==> src/rtl/ysyx_22050039_mdu.sv <==
// Iterative RV64M multiply/divide unit: one bit per cycle, shift-add multiply and
// restoring divide, with valid/ready handshakes and a synchronous flush.
module ysyx_22050039_mdu #(
   parameter int unsigned XLEN  = 64,
   parameter int unsigned TAG_W = 5
) (
   input  logic             clk,
   input  logic             rst,
   input  logic             flush,
   input  logic             in_valid,
   output logic             in_ready,
   input  logic [3:0]       in_op,
   input  logic [XLEN-1:0]  in_src1,
   input  logic [XLEN-1:0]  in_src2,
   input  logic [TAG_W-1:0] in_tag,
   output logic             out_valid,
   input  logic             out_ready,
   output logic [XLEN-1:0]  out_result,
   output logic [TAG_W-1:0] out_tag,
   output logic             out_illegal
);

   localparam int unsigned CW = $clog2(XLEN);
   localparam logic [CW-1:0] CntFull = CW'(XLEN - 1);
   localparam logic [CW-1:0] CntWord = CW'(31);
   localparam logic [3:0] OpMul  = 4'd0;
   localparam logic [3:0] OpMulw = 4'd8;

   typedef enum logic [1:0] {StIdle, StCalc, StFix, StDone} state_e;

   function automatic logic f_is_w(input logic [3:0] op);
      return op >= 4'd8 && op <= 4'd12;
   endfunction

   function automatic logic f_is_div(input logic [3:0] op);
      return (op >= 4'd4 && op <= 4'd7) || (op >= 4'd9 && op <= 4'd12);
   endfunction

   function automatic logic f_is_rem(input logic [3:0] op);
      return op == 4'd6 || op == 4'd7 || op == 4'd11 || op == 4'd12;
   endfunction

   function automatic logic f_signed1(input logic [3:0] op);
      return op == 4'd1 || op == 4'd2 || op == 4'd4 || op == 4'd6 || op == 4'd9 || op == 4'd11;
   endfunction

   function automatic logic f_signed2(input logic [3:0] op);
      return op == 4'd1 || op == 4'd4 || op == 4'd6 || op == 4'd9 || op == 4'd11;
   endfunction

   function automatic logic [XLEN-1:0] sext32(input logic [31:0] v);
      return XLEN'($signed(v));
   endfunction

   state_e            state_q, state_d;
   logic [CW-1:0]     cnt_q, cnt_d;
   logic [3:0]        op_q, op_d;
   logic [TAG_W-1:0]  tag_q, tag_d;
   logic              neg_q, neg_d, neg_rem_q, neg_rem_d, ill_q, ill_d;
   // a: multiplicand/divisor, b: multiplier/dividend-then-quotient, acc: high product/remainder
   logic [XLEN-1:0]   a_q, a_d, b_q, b_d, acc_q, acc_d, res_q, res_d;

   logic              in_w, in_div, in_ill, neg1, neg2, div_zero, div_ovf;
   logic [XLEN-1:0]   mask, x1, x2, mag1, mag2, min_neg, src1_ext, fast_res;

   always_comb begin
      in_w     = f_is_w(in_op);
      in_div   = f_is_div(in_op);
      in_ill   = in_op >= 4'd13;
      mask     = in_w ? XLEN'(32'hFFFF_FFFF) : '1;
      min_neg  = in_w ? XLEN'(32'h8000_0000) : {1'b1, {(XLEN-1){1'b0}}};
      x1       = in_src1 & mask;
      x2       = in_src2 & mask;
      neg1     = f_signed1(in_op) && (in_w ? in_src1[31] : in_src1[XLEN-1]);
      neg2     = f_signed2(in_op) && (in_w ? in_src2[31] : in_src2[XLEN-1]);
      mag1     = neg1 ? (-x1 & mask) : x1;
      mag2     = neg2 ? (-x2 & mask) : x2;
      div_zero = in_div && (x2 == '0);
      div_ovf  = in_div && f_signed2(in_op) && (x1 == min_neg) && (x2 == mask);
      src1_ext = in_w ? sext32(in_src1[31:0]) : in_src1;
      if (in_ill)        fast_res = '0;
      else if (div_zero) fast_res = f_is_rem(in_op) ? src1_ext : '1;
      else               fast_res = f_is_rem(in_op) ? '0 : src1_ext;
   end

   logic [XLEN:0]     mul_sum, rs;
   logic              rs_ge;
   logic [XLEN-1:0]   rs_diff;

   always_comb begin
      mul_sum = {1'b0, acc_q} + (b_q[0] ? {1'b0, a_q} : '0);
      rs      = {acc_q, b_q[XLEN-1]};
      rs_ge   = rs >= {1'b0, a_q};
      rs_diff = rs[XLEN-1:0] - a_q;
   end

   logic [2*XLEN-1:0] prod, prod_fix;
   logic [31:0]       prod_w;
   logic [XLEN-1:0]   quo, rem, div_res, fix_res;

   // W multiply leaves product[31:0] in the top word of b after 32 right shifts
   always_comb begin
      prod     = {acc_q, b_q};
      prod_fix = neg_q ? -prod : prod;
      prod_w   = neg_q ? -b_q[XLEN-1 -: 32] : b_q[XLEN-1 -: 32];
      quo      = neg_q ? -b_q : b_q;
      rem      = neg_rem_q ? -acc_q : acc_q;
      div_res  = f_is_rem(op_q) ? rem : quo;
      if (op_q == OpMul)          fix_res = prod_fix[XLEN-1:0];
      else if (op_q == OpMulw)    fix_res = sext32(prod_w);
      else if (!f_is_div(op_q))   fix_res = prod_fix[2*XLEN-1:XLEN];
      else if (f_is_w(op_q))      fix_res = sext32(div_res[31:0]);
      else                        fix_res = div_res;
   end

   always_comb begin
      state_d   = state_q;
      cnt_d     = cnt_q;
      op_d      = op_q;
      tag_d     = tag_q;
      neg_d     = neg_q;
      neg_rem_d = neg_rem_q;
      ill_d     = ill_q;
      a_d       = a_q;
      b_d       = b_q;
      acc_d     = acc_q;
      res_d     = res_q;
      case (state_q)
         StIdle: begin
            if (in_valid && !flush) begin
               op_d      = in_op;
               tag_d     = in_tag;
               ill_d     = in_ill;
               neg_d     = neg1 ^ neg2;
               neg_rem_d = neg1;
               acc_d     = '0;
               a_d       = mag2;
               // W divides start with the dividend MSB at the top of b
               b_d       = (in_div && in_w) ? (mag1 << (XLEN - 32)) : mag1;
               cnt_d     = in_w ? CntWord : CntFull;
               if (in_ill || div_zero || div_ovf) begin
                  res_d   = fast_res;
                  state_d = StDone;
               end else begin
                  state_d = StCalc;
               end
            end
         end
         StCalc: begin
            if (f_is_div(op_q)) begin
               acc_d = rs_ge ? rs_diff : rs[XLEN-1:0];
               b_d   = {b_q[XLEN-2:0], rs_ge};
            end else begin
               acc_d = mul_sum[XLEN:1];
               b_d   = {mul_sum[0], b_q[XLEN-1:1]};
            end
            if (cnt_q == '0) state_d = StFix;
            else             cnt_d   = cnt_q - 1'b1;
         end
         StFix: begin
            res_d   = fix_res;
            state_d = StDone;
         end
         StDone: begin
            if (out_ready) state_d = StIdle;
         end
         default: state_d = StIdle;
      endcase
      if (flush) state_d = StIdle;
   end

   always_ff @(posedge clk or negedge rst) begin
      if (!rst) begin
         state_q   <= StIdle;
         cnt_q     <= '0;
         op_q      <= '0;
         tag_q     <= '0;
         neg_q     <= 1'b0;
         neg_rem_q <= 1'b0;
         ill_q     <= 1'b0;
         a_q       <= '0;
         b_q       <= '0;
         acc_q     <= '0;
         res_q     <= '0;
      end else begin
         state_q   <= state_d;
         cnt_q     <= cnt_d;
         op_q      <= op_d;
         tag_q     <= tag_d;
         neg_q     <= neg_d;
         neg_rem_q <= neg_rem_d;
         ill_q     <= ill_d;
         a_q       <= a_d;
         b_q       <= b_d;
         acc_q     <= acc_d;
         res_q     <= res_d;
      end
   end

   assign in_ready    = (state_q == StIdle);
   assign out_valid   = (state_q == StDone);
   assign out_result  = res_q;
   assign out_tag     = tag_q;
   assign out_illegal = ill_q;

endmodule

==> config.mk <==
export PLATFORM = sky130hd
export DESIGN_NAME = ysyx_22050039_mdu
export DESIGN_NICKNAME = d
export VERILOG_FILES = /design/src/rtl/ysyx_22050039_mdu.sv
export SDC_FILE = /design/constraint.sdc
export NUM_CORES = 2
export LEC_CHECK = 0
export ABC_AREA = 1
export BUFFER_PORTS_ARGS = -buffer_cell sky130_fd_sc_hd__buf_4
export CELL_PAD_IN_SITES_DETAIL_PLACEMENT = 0
export CELL_PAD_IN_SITES_GLOBAL_PLACEMENT = 2
export CORE_MARGIN = 2
export CORE_UTILIZATION = 30
export CTS_BUF_LIST = sky130_fd_sc_hd__clkbuf_4
export DETAILED_ROUTE_END_ITERATION = 16
export GPL_TIMING_DRIVEN = 0
export PLACE_DENSITY = 0.81
export SLEW_MARGIN = 30
export SYNTH_ARGS = -nofsm -noshare
export SYNTH_HDL_FRONTEND = slang
export SYNTH_SLANG_ARGS = --single-unit
==> constraint.sdc <==
create_clock -name clk -period 3 [get_ports clk]
set_input_delay 0.6 -clock clk [delete_from_list [all_inputs] [get_ports clk]]
set_output_delay 0.6 -clock clk [all_outputs]
set_load 0.03 [all_outputs]
# Word level (Yosys, flattened, before mapping)
# Index checks and enable logic that the tools add are counted.
# op_classes
multipliers	0
n_mux	42
shifts	0
addsub	9
n_div	0
reduce_logical	45
bitwise_logic	5
eq_ne	24
order_cmp	12
# ops
op	count
$mux W64	25
$pmux W64 S2	3
$and A64 B64 Y64	4
$neg A64 Y64	4
$eq A64 B64 Y1	2
$mux W128	1
$neg A128 Y128	1
$add A64 B64 Y65	1
$ge A65 B64 Y1	1
$logic_not A64 Y1	1
$sub A64 B64 Y64	1
$mux W32	1
$neg A32 Y32	1
$eq A4 B4 Y1 const B	6
$eq A4 B3 Y1 const B	5
$ge A4 B4 Y1 const B	5
$logic_or A1 B1 Y1	19
$mux W6	3
$logic_and A1 B1 Y1	14
$pmux W6 S2	1
$mux W2	5
$reduce_and A3 Y1	3
$ge A4 B3 Y1 const B	2
$le A4 B3 Y1 const B	2
other kinds (19)	26
# totals
input_bits	142
elab_cells	148
n_memories	0
rom_bits	0
latchBits	0
reg_bits	276
mem_bits_rw	0
output_inout_bits	72

# Logic depth before layout (Yosys ltp)
# depth
word_depth	13
mapped_depth	23
ltp_nobuf	20

# Least setup slack after synthesis
# OpenSTA, ideal clock, no wires.
# synth_path
path_kind	register to register
from	register b_q[0]
to	register acc_q[61]
path_buffers	3
setup_ns	0.117
synth_period_minus_slack_ns	3.327
stages_incl_launch_ff	23
t_required_ns	2.883
path_slack_ns	-0.327
arrival_time_ns	3.211
cell_sequence	dfrtp_1 > clkbuf_1 > clkbuf_1 > clkbuf_1 > nand2_1 > inv_1 > ha_1 > inv_1 > fa_1 > inv_1 > nand3_1 > nand2_1 > a21oi_1 > o21ai_0 > nand2_1 > nand2_1 > nand4_1 > nand3_1 > nand2_1 > o21ai_0 > inv_1 > nand2_1 > nand2_1
# synth_via
elab_chain_len	4
# synth_rtl
element	line_no	rtl
from (decl)	61	logic [XLEN-1:0] a_q, a_d, b_q, b_d, acc_q, acc_d, res_q, res_d;
from (signal assigned)	182	b_q <= '0;
from (signal assigned)	194	b_q <= b_d;
$mux W64	91	mul_sum = {1'b0, acc_q} + (b_q[0] ? {1'b0, a_q} : '0);
$add A64 B64 Y65	91	
$mux W64	150	if (f_is_div(op_q)) begin
$pmux W64 S2	128	case (state_q)
to (signal assigned)	183	acc_q <= '0;
to (signal assigned)	195	acc_q <= acc_d;
to (decl)	61	
# No other way between the ends.
# A chain may end at the register's enable or synchronous reset.

# Final worst setup path
# layout_path
from	register b_q[0]
to	register acc_q[37]
# Same word-level chain as after synthesis.

==> out/summary.txt <==
Most frequent CP cell - nand2_4
Placeable core area - 0.128 mm2
Clk_skew - 0.125 ns
Async S/R FF share, synth - 1.00
Endpoints failing setup - 54
Via count - 55.6k
Syn_nets - 7375
Critical Path RT - 3.94 ns
Synth Register Bits - 276
Syn. warnings - 0
Die width - 364 um
TritonCTS Buffers - 89
Row cnt - 131
Pre-antenna DRT Iters - 10
Worst reg2reg path depth - 22
Die area - 0.132 mm2
Drt first-iter violations - 7694
Worst relative slew slack - 0.294
Die Y - 364 um
Worst Setup SP - b_q[0]
Grt total ovfl - 0
Post-Syn Area - 0.0388 mm2
Crit path time final - 3.22 ns
Status - finished with violations
R2r setup slk - -0.22 ns
Clock Path Buffers - 3
Crit path max-delay family - simple AND/OR/NAND/NOR gates
Cell depth of the worst setup path - 22
Hold Path Class - input pin to flip-flop
CP Capture Type - flip-flop
Layout cells sized above 1 - 0.262
Post-DR wirelength/cell - 31.1 um
Port Buffers - 212
Synth Instances - 7091
Final Cycle Share - 1.07
Initial antenna violation count - 15
Clock root buffer - clkbuf_4
Crit Path Class - flip-flop to flip-flop
Max-cap viol count - 0
Failing checks - negative setup slack
CP Launch Type - flip-flop
Final Net Count - 8065
Synthesis-to-finish area growth - 38.9%
H-tree levels - 3
Post-DP HPWL - 240 mm
Number of flops mapped to enable cells by yosys - 0
Skew-Pair Late Insertion Delay - 1.09 ns
Sequential area share after synthesis - 0.178
Fin. Hold Viols - 0
Via density - 5.83
Synth Area per Inst - 5.47 um2
GP Congestion - 1.08
Final WS setup - -0.220 ns
# IOs - 214
Unrepaired setup endpoints after global routing - true
CP max-delay cell - dfrtp_2
Largest net degree at the start of global routing - 79
Number of global-route vias before repair - 50.4k
Max Fclk - 311 MHz
Slowest Stage Delay on Critical Path - 0.48 ns
TritonCTS clock tree - done
Slew Viols, Final - 0
Clock sinks - 276
R2R Path Start - b_q[0]
First-pass GRT wire length - 398 mm
Reg-to-Reg End - acc_q[37]
CTS clock-pin slew for the worst setup and hold paths - 0.08 ns
Crit path to - acc_q[37]
Buf/Inv on CP - 7
Least-Margin Pin Slew - 1.06 ns
Worst path cell trace - clkbuf_16 > clkbuf_16 > nand2_4 > inv_4 > ha_4 > inv_2 > fa_2 > inv_2 > nand3_2 > nand2_4 > buf_6 > a21oi_4 > o21ai_4 > buf_12 > nand2_4 > nand2_4 > nand2_2 > a21o_1 > nand3_2 > nand2_1 > nand3b_1 > nand2_1
Synth Flop Type - dfrtp_1
DRC violations left - 0
Starting density of the core - 0.303
All-Layer GR Usage - 0.431
Worst Path Arrival - 4.16 ns
Final WL - 297 mm
Setup TNS - -4.64 ns
Post-route ant nets - 0
CP max FO - 6
Count of different cell masters after synthesis - 60
## how the worst min path moves through the flow
stage / from / endpoint / slack (ns) / depth (start not counted)
2_1_floorplan: rst / a_q[0] / 0.30 / 0
3_3_place_gp: out_tag[0] / out_tag[0] / 0.46 / 2
3_5_place_dp: out_tag[3] / out_tag[3] / 0.46 / 2
4_1_cts: in_src1[4] / out_result[4] / 0.005 / 5
5_1_grt: in_src2[53] / a_q[53] / 0.07 / 3
6_report: in_src2[60] / a_q[60] / 0.04 / 4
## cell families (layout without fill, tap and decap cells)
logic type      count (synthesis)  after routing  synth area share
xor+xnor                      191            191            0.0431
fa+ha+maj                     142            142            0.0462
buf+inv                      1146           1911             0.116
simple gates                 4027           4027             0.429
other cells                     0             11                 0
compound gates               1309           1309             0.188
flops                         276            276             0.178
## placed cells by master (no fill, tap or decap), types with 30 or more instances in the layout
cell type,synthesis,routed
nand2_1,2163,1919
inv_1,854,768
nor2_1,979,758
buf_4,16,507
nand3_1,585,497
o21ai_0,614,479
a21oi_1,355,258
nor2_2,17,159
nand2_2,5,147
xor2_1,166,142
dfrtp_1,276,140
clkbuf_4,0,139
ha_4,0,108
o21ai_1,34,104
nand4_1,99,99
dfrtp_2,0,96
nand2_4,3,92
nor2_4,8,87
inv_2,7,83
o211ai_1,82,82
clkbuf_1,185,81
a21oi_2,8,77
nor3_1,88,73
dlygate4sd3_1,0,73
nand3_2,2,67
o21ai_2,11,54
clkbuf_2,0,51
a31oi_1,60,50
buf_2,23,40
dfrtp_4,0,40
buf_6,10,38
nand3b_1,30,30
## tightest hold or removal path: stages
cell and delay [ns]:
buf_4 0.13, inv_1 0.09, o21ai_2 0.16, o21ai_0 0.11
## synthesized netlist by cell type, types with 7 or more instances
| cell type | n | area (um2) |
|---|---|---|
| nor2_4 | 8 | 90.1 |
| a31oi_1 | 60 | 375 |
| a21oi_2 | 8 | 70.1 |
| a21oi_1 | 355 | 1780 |
| nor4_1 | 19 | 119 |
| inv_1 | 854 | 3210 |
| buf_1 | 43 | 161 |
| o211ai_1 | 82 | 616 |
| nand4_1 | 99 | 619 |
| nor2_1 | 979 | 3670 |
| o21a_1 | 19 | 143 |
| xor2_1 | 166 | 1450 |
| o311ai_1 | 7 | 61.3 |
| dfrtp_1 | 276 | 6910 |
| buf_6 | 10 | 113 |
| o311ai_0 | 13 | 114 |
| o21bai_1 | 28 | 210 |
| o21ai_2 | 11 | 96.3 |
| buf_4 | 16 | 120 |
| nand3b_1 | 30 | 225 |
| buf_2 | 23 | 115 |
| inv_2 | 7 | 26.3 |
| nor2_2 | 17 | 106 |
| or2_2 | 16 | 100 |
| clkbuf_1 | 185 | 694 |
| nand2_1 | 2163 | 8120 |
| o22ai_1 | 16 | 100 |
| nor3_1 | 88 | 440 |
| ha_1 | 140 | 1750 |
| xnor2_1 | 25 | 219 |
| o21ai_0 | 614 | 3070 |
| nand3_1 | 585 | 2930 |
| o21ai_1 | 34 | 170 |
| a211oi_1 | 12 | 90.1 |
| a21o_1 | 22 | 165 |
## routing by layer
layer  vias up  track usage  wire (um)
met5         -            0         47
met4         8        0.149      10900
met3       453        0.145      40100
met2      3355        0.582     114000
met1     27300        0.627     131000
li1      24500            -          -
## flip-flops by register name, indices dropped and copies added (netlist names)
register,count
a_q,64
acc_q,64
b_q,64
cnt_q,6
neg_q,1
neg_rem_q,1
op_q,4
out_illegal,1
out_result,64
out_tag,5
state_q,2
## metrics by stage
step	setup slack, ns	utilization	hold slack (ns)	area, um2	cells
4_1_cts	-0.178	0.390	0.00455	49900	9361
3_3_place_gp	-2.63	0.332	0.457	42500	8965
6_report	-0.220	0.421	0.0369	53900	9529
5_1_grt	-0.277	0.421	0.0687	53800	9522
3_5_place_dp	-2.15	0.334	0.464	42600	8970
2_1_floorplan	0.000729	-	0.304	38800	7091
## layout make-up
type,count,area [um2]
fill,14400,74000
multi-input combinational,5669,33100
sequential,276,7180
timing repair buffer,612,5280
inverter,868,3320
tap,1662,2080
buffer,265,1680
clock buffer,126,946
clock inverter,40,206
antenna,11,27.5
## timing repair
action / CTS / global route
endpoints found under the hold margin: 242 / 1
setup buffers: 164 / 157
endpoints found under the setup margin: 199 / 156
hold buffers: 72 / 1
gates cloned: 2 / 0
gates resized for setup: 1141 / 755
pin swaps: 103 / 186
Power is not shown: default switching activity piles up to over one toggle a cycle in this logic, so the estimate is an artifact.
